### src/rtl/mem_copier.sv
// mem_copier: word-by-word array copy engine for the UM load-program path.
// Issues one read then one write per word on the shared memory request bus
// and pulses done once the whole source array has been duplicated.

package mem_copier_pkg;
    localparam logic [1:0] MEM_MODE_READ  = 2'b00;
    localparam logic [1:0] MEM_MODE_WRITE = 2'b01;

    typedef struct packed {
        logic [31:0] data;
        logic [31:0] address;
        logic [31:0] offset;
        logic [1:0]  mode;
    } mem_in_bus_t;
endpackage

module mem_copier
    import mem_copier_pkg::*;
(
    input  logic        clk,
    input  logic        init,
    input  logic        start,
    input  logic [31:0] src,
    input  logic [31:0] dest,
    input  logic [31:0] length,
    input  logic [31:0] mem_data_out,
    output mem_in_bus_t mem_in,
    output logic        busy,
    output logic        done
);

    typedef enum logic [1:0] {
        IDLE  = 2'd0,
        READ  = 2'd1,
        WRITE = 2'd2,
        DONE  = 2'd3
    } state_t;

    state_t      state_q, state_d;
    logic [31:0] src_q, src_d;
    logic [31:0] dest_q, dest_d;
    logic [31:0] len_q, len_d;
    logic [31:0] idx_q, idx_d;

    // Output registers are loaded from the next-state decode so every
    // request field except write data is a clean flop output.
    logic        busy_q, busy_d;
    logic        done_q, done_d;
    logic [31:0] addr_q, addr_d;
    logic [31:0] off_q, off_d;
    logic [1:0]  mode_q, mode_d;

    // Next-state, captured-operand and registered-output decode.
    always_comb begin
        state_d = state_q;
        src_d   = src_q;
        dest_d  = dest_q;
        len_d   = len_q;
        idx_d   = idx_q;

        case (state_q)
            IDLE: begin
                if (start) begin
                    src_d   = src;
                    dest_d  = dest;
                    len_d   = length;
                    idx_d   = 32'd0;
                    state_d = (length == 32'd0) ? DONE : READ;
                end
            end
            READ: begin
                state_d = WRITE;
            end
            WRITE: begin
                // Terminal compare at len-1 means idx never has to wrap.
                if (idx_q == len_q - 32'd1) begin
                    state_d = DONE;
                end else begin
                    idx_d   = idx_q + 32'd1;
                    state_d = READ;
                end
            end
            DONE: begin
                state_d = IDLE;
            end
            default: begin
                state_d = IDLE;
            end
        endcase

        busy_d = (state_d == READ) || (state_d == WRITE);
        done_d = (state_d == DONE);
        mode_d = (state_d == WRITE) ? MEM_MODE_WRITE : MEM_MODE_READ;
        addr_d = 32'd0;
        off_d  = 32'd0;
        if (state_d == READ) begin
            addr_d = src_d;
            off_d  = idx_d;
        end else if (state_d == WRITE) begin
            addr_d = dest_d;
            off_d  = idx_d;
        end
    end

    // State and output registers; init wins over any transition.
    always_ff @(posedge clk) begin
        if (init) begin
            state_q <= IDLE;
            src_q   <= 32'd0;
            dest_q  <= 32'd0;
            len_q   <= 32'd0;
            idx_q   <= 32'd0;
            busy_q  <= 1'b0;
            done_q  <= 1'b0;
            addr_q  <= 32'd0;
            off_q   <= 32'd0;
            mode_q  <= MEM_MODE_READ;
        end else begin
            state_q <= state_d;
            src_q   <= src_d;
            dest_q  <= dest_d;
            len_q   <= len_d;
            idx_q   <= idx_d;
            busy_q  <= busy_d;
            done_q  <= done_d;
            addr_q  <= addr_d;
            off_q   <= off_d;
            mode_q  <= mode_d;
        end
    end

    // Write data is the previous cycle's read returning this cycle, so it
    // passes straight through rather than costing another cycle per word.
    assign mem_in = '{
        data:    (state_q == WRITE) ? mem_data_out : 32'd0,
        address: addr_q,
        offset:  off_q,
        mode:    mode_q
    };

    assign busy = busy_q;
    assign done = done_q;

endmodule

### config.mk
export PLATFORM = sky130hd
export DESIGN_NAME = mem_copier
export DESIGN_NICKNAME = d
export VERILOG_FILES = /design/src/rtl/mem_copier.sv
export SDC_FILE = /design/constraint.sdc
export NUM_CORES = 1
export LEC_CHECK = 0
export ABC_CLOCK_PERIOD_IN_PS = 3200
export BUFFER_PORTS_ARGS = -buffer_cell sky130_fd_sc_hd__buf_2
export CAP_MARGIN = 20
export CORE_MARGIN = 2
export CORE_UTILIZATION = 40
export CTS_BUF_LIST = sky130_fd_sc_hd__clkbuf_16
export DETAILED_ROUTE_END_ITERATION = 7
export PLACE_DENSITY_LB_ADDON = 0.25
export SLEW_MARGIN = 25
export SYNTH_ARGS = -nofsm -noshare
export SYNTH_HDL_FRONTEND = slang
export SYNTH_SLANG_ARGS = --single-unit
### constraint.sdc
create_clock -name clk -period 3.2 [get_ports clk]
set_clock_uncertainty 0.2 [all_clocks]
set_input_delay 0.48 -clock clk [delete_from_list [all_inputs] [get_ports clk]]
set_output_delay 0.48 -clock clk [all_outputs]
set_load 0.005 [all_outputs]
Word-level counts from Yosys, hierarchy flattened

Cells that the tools add are included.

Multiply operators: 0
Magnitude comparators: 0
Equal/unequal tests: 7
Bitwise logic cells: 0
Shift-type cells: 0
Mux-type cells: 17
Add/subtract/negate cells: 2
Div/mod/pow operators: 0
Reductions and logical operators: 4

Operators with widths:

| cell                                                                 | number |
|---|---|
| 32-bit two-way mux                                                   | 11 |
| 32-bit one-hot mux with 2 select lines                               | 1 |
| 32-bit by 1-bit adder with 32-bit output, second input constant      | 1 |
| 32-bit == test                                                       | 1 |
| 32-bit logical NOT                                                   | 1 |
| 32-bit by 1-bit subtractor with 32-bit output, second input constant | 1 |
| 2-bit == test, second input constant                                 | 4 |
| 2-bit one-hot mux with 4 select lines                                | 1 |
| 2-bit two-way mux                                                    | 3 |
| 2-bit by 1-bit == test with 1-bit output, second input constant      | 2 |
| 2-bit logical NOT                                                    | 1 |
| 2-bit AND reduction                                                  | 1 |
| 1-bit logical OR                                                     | 1 |
| 1-bit two-way mux                                                    | 1 |

Input port bits: 131
Output and inout port bits: 100
Latch bits: 0
Bits in read-only memories: 0
Memories: 0
Bits in writable memories: 0
Logic and storage cells: 40
Bits in registers: 198

Longest topological paths before layout

Depth after elaboration: 7
Mapped depth: 14
Gate-level depth less buffers: 11

Least setup slack after synthesis

No wires, ideal clock.

Path kind: flip-flop to flip-flop
From: reg len_q[4]
To: reg off_q[22]
Clock period less this slack: 3.553 ns
Stages on the path, launching flop included: 12
Slack: -0.353 ns
Data arrival time: 3.286 ns
Required time: 2.934 ns
Path through: dfxtp_1 -> buf_6 -> or4_4 -> nor4_4 -> a21oi_1 -> or4b_1 -> nand4bb_1 -> or3_4 -> buf_4 -> o31ai_2 -> mux2_2 -> nor2_1

Longest elaborated chain between the ends: 7
Elaborated cells on any way between the ends: 10

RTL lines:

| what                                              | line | source |
|---|---|---|
| start, declared                                   | 42   | `logic [31:0] len_q, len_d;` |
| start signal, assigned                            | 122  | `len_q <= len_d;` |
| 32-bit by 1-bit subtractor with 32-bit output (*) | 76   | `if (idx_q == len_q - 32'd1) begin` |
| 32-bit == test (*)                                | 76   |  |
| 2-bit two-way mux                                 | 76   |  |
| 2-bit one-hot mux with 4 select lines             | 61   | `case (state_q)` |
| 2-bit == test                                     | 99   | `end else if (state_d == WRITE) begin` |
| 32-bit two-way mux                                | 99   |  |
| 32-bit two-way mux (*)                            | 96   | `if (state_d == READ) begin` |
| end signal, assigned                              | 116  | `off_q <= 32'd0;` |
| end signal, assigned                              | 127  | `off_q <= off_d;` |
| end, declared                                     | 50   | `logic [31:0] off_q, off_d;` |

Mark *: on every way between the ends. The rest lies on a longest branch, timed or not.
A chain may end at the register's enable or synchronous reset.

Final worst setup path

From: reg len_q[5]
To: reg off_q[29]

The elaborated chain is that of the path after synthesis.

==> impl_metrics.py <==
metrics = {
    "yosys": {
        "synth_top_cell_area_share_pct": 45.2,
        "ys_async_sr_fraction_pct": 0,
        "synth_most_common_cell": "dfxtp_1",
        "yosysUniqueCellTypes": 67,
        "yosys.area.top_type": "dfxtp_1",
        "netlist_area_sq_um": 8720,
        "ys_ff_latch": 197,
        "synth.area.top_cells": "dfxtp_1 (45%), nand2_1 (7.0%), a21oi_1 (6.1%)",
        "seq_area_frac_synth_pct": 45.2,
        "syn-num-nets": 1141,
        "synth_warnings": 0,
        "synth_cells": 1008,
        "synth.avg_cell_area_sq_um": 8.66,
        "synth_commonest_cells": "dfxtp_1 (197), nand2_1 (163), a21oi_1 (106)",
        "ys.flop_type": "dfxtp_1",
        "synth_edf_count": 0,
    },
    "clock_tree": {
        "clk_latency_ns": 0.44,
        "clk_pin_slew_worst_paths_ns": 0.08,
        "htreeDepth": 4,
        "ctsHoldBuffers": 0,
        "cts_tree": "yes",
        "cts_root_buffer": "clkbuf_16",
        "cts_buffers": 17,
        "cts_buffer_depth": 2,
        "cts.sinks": 197,
    },
    "grt": {
        "grt_pass1_vias": 8175,
        "grt_pass1_wl_mm": 40.3,
        "track_usage_pct": 22.2,
        "antenna_found_initial": 2,
        "grt_start_max_net_pins": 71,
        "grt_overflow": 0,
    },
    "timing": {
        "timing.fmax_ghz": 0.281,
        "fin_crit_sh_pct": 111,
        "drv_slew": 0,
        "fin_ws_ns": -0.364,
        "relSlewSlack_pct": 50.4,
        "min_period_ns": 3.56,
        "setup_viol": 97,
        "finalHoldViolCount": 0,
        "tightest_slew_ns": 0.744,
        "rsz0062_at_grt": "yes",
        "timing.setup.tns_ns": -30.35,
    },
    "run_status": {
        "violations": "setup timing",
        "outcome": "finished with violations",
    },
    "pwr": {
        "power_density_nw_per_um2": 483,
        "combPwrFrac_pct": 17.9,
        "p_seq_share_pct": 43.5,
        "leakage_uw": 0.00523,
        "intPower_uw": 4160,
        "swShare_pct": 30.3,
        "power_frac_clock_pct": 38.6,
        "irDropWorstVdd_mv": 0.365,
        "p_switching_uw": 1810,
    },
    "final_layout": {
        "area_growth_pct": 41.5,
        "final_util_pct": 57.1,
        "multi_input_area_sq_um": 4970,
        "final_layout_size_suffix_gt1_share_pct": 37.8,
        "regArea_sq_um": 3950,
        "final_nets": 1449,
        "fillers": 1992,
    },
    "critical_path": {
        "reg2reg_from": "len_q[5]$_SDFFE_PP0P_",
        "rrSetupSlack_ns": -0.36,
        "slowest_stage": "or4_4",
        "end_kind": "register",
        "cp_max_fo": 7,
        "critical-path-max-stage-delay_ns": 0.55,
        "cp-start-kind": "register",
        "worstPathArrival_ns": 3.74,
        "crit_chain": "or4_4 > nor4_4 > buf_4 > a21oi_2 > or4b_4 > nand4bb_1 > or3_4 > buf_8 > o31ai_4 > mux2_4 > nor2_1",
        "cp.required_ns": 3.38,
        "critical_path_class": "register to register",
        "cp-startpoint": "len_q[5]$_SDFFE_PP0P_",
    },
    "routing": {
        "first_iter_violations": 483,
        "vias_per_cell": 5.29,
        "firstDrtPassIters": 5,
        "drt_drc_violations_left": 0,
        "ant_nets": 0,
        "wirelength_mm": 26.7,
        "vias": 8510,
        "wl_per_cell_um": 16.6,
    },
    "floorplanning": {
        "core_sq_um": 21600,
        "die_x_um": 152,
        "die_y_um": 152,
        "io_pins": 231,
        "start_util_pct": 40.4,
        "die_area_sq_um": 23000,
        "fp-row-count": 54,
    },
    "placement": {
        "dpl.hpwl_mm": 18.5,
        "portBuffers": 229,
        "gp_congestion": 0.902,
    },
    "run": {
        "drv_cap": 0,
    },
    "min_path": {
        "hold_start": "length[11]",
        "min_path_type": "primary input to register",
    },
}
placed cells by master (no fill, tap or decap), types with 4 or more instances in the layout:
| cell type | n |
|---|---|
| a21oi_2 | 19 |
| o211ai_4 | 4 |
| o21ai_0 | 5 |
| or2_2 | 5 |
| nor2_2 | 6 |
| and4_1 | 8 |
| or3_1 | 9 |
| nor2_1 | 78 |
| o31ai_4 | 10 |
| nand3b_1 | 6 |
| buf_6 | 11 |
| dfxtp_1 | 195 |
| nand2_1 | 162 |
| and2_1 | 35 |
| clkbuf_16 | 21 |
| nand3_1 | 22 |
| or4_4 | 6 |
| xor2_1 | 19 |
| nor3_1 | 13 |
| a21oi_1 | 84 |
| nand2b_1 | 5 |
| buf_12 | 11 |
| xnor2_1 | 19 |
| buf_4 | 99 |
| inv_12 | 5 |
| inv_1 | 8 |
| mux2i_1 | 35 |
| clkinv_8 | 5 |
| nor4_1 | 15 |
| mux2_4 | 8 |
| and3_1 | 6 |
| or3_4 | 10 |
| o211ai_1 | 9 |
| buf_2 | 228 |
| o2bb2ai_1 | 32 |
| o211ai_2 | 5 |
| nand4_1 | 16 |
cells by family after synthesis:
logic type	after synthesis	share of synthesized area, %
AOI/OAI and AO/OA	208	16.4
other	1	0.0430
adders and majority gates	2	0.287
and+or+nand+nor	436	24.9
buffers and inverters	79	3.77
xor gates and xnor gates	38	3.81
DFF	197	45.2
muxes	47	5.55
cell type report:
class | count | share of cell area, %
Clock inverter | 15 | 1.80
Timing Repair Buffer | 356 | 19.3
Multi-Input combinational cell | 733 | 40.3
Antenna cell | 1 | 0.0203
Sequential cell | 197 | 32.0
Inverter | 11 | 0.334
Clock buffer | 17 | 3.45
Tap cell | 280 | 2.84
power groups by stage:
stage	Sequential, uW	Combinational [uW]	Clock [uW]
5_1_grt	2610	1170	2430
2_1_floorplan	2650	540	0
3_5_place_dp	2650	962	0
4_1_cts	2600	1020	2350
3_3_place_gp	2650	953	0
6_report	2600	1070	2310
routing by layer:
layer	GRT usage [%]	part of all wire, %
met4	7.87	2.3
met3	5.24	7.3
met2	39.2	49
met5	0	0.049
met1	26.3	41
through the flow:
| step | hold slack [ns] | setup WS [ns] | std cells | total power, uW | cell area (sq um) |
|---|---|---|---|---|---|
| detailed placement | 0.255 | -0.488 | 1557 | 3610 | 11100 |
| global route | 0.0882 | -0.476 | 1609 | 6210 | 12300 |
| finish | 0.0873 | -0.364 | 1610 | 5970 | 12300 |
| CTS | 0.0703 | -0.353 | 1599 | 5970 | 12000 |
| global placement | 0.249 | -0.373 | 1557 | 3600 | 11100 |
| floorplan | 0.241 | -0.225 | 1008 | 3190 | 8980 |
worst max-delay path: cells and delay by family (launching register included):
kind,cells,cell delay [ns]
flops,1,0.32
mux,1,0.33
simple gates,6,2.05
compound gates,2,0.24
buf+inv,2,0.35
flip-flops by register name, indices dropped and copies added (netlist names):
signal and cells:
off_q 32, idx_q 32, done 1, busy 1
mode_q 1, dest_q 32, len_q 32, src_q 32
addr_q 32, state_q 2
path summary, 6_finish.rpt:
check                                end  cells past startpoint
hold reg to reg      src_q[0]$_SDFF_PP0_                      2
setup reg to reg    off_q[29]$_SDFF_PP0_                     11
hold / removal    len_q[11]$_SDFFE_PP0P_                      3
setup / recovery    off_q[29]$_SDFF_PP0_                     11
repair_timing:
item | 4_1_cts | 5_1_grt
setup endpoints to repair | 98 | 97
resized for setup | 38 | 51
endpoints found under the hold margin | 0 | 0
cloned | 2 | 5
pin swaps | 5 | 18
buffers inserted | 8 | 5
No activity file was read; power rests on OpenSTA's default activity.
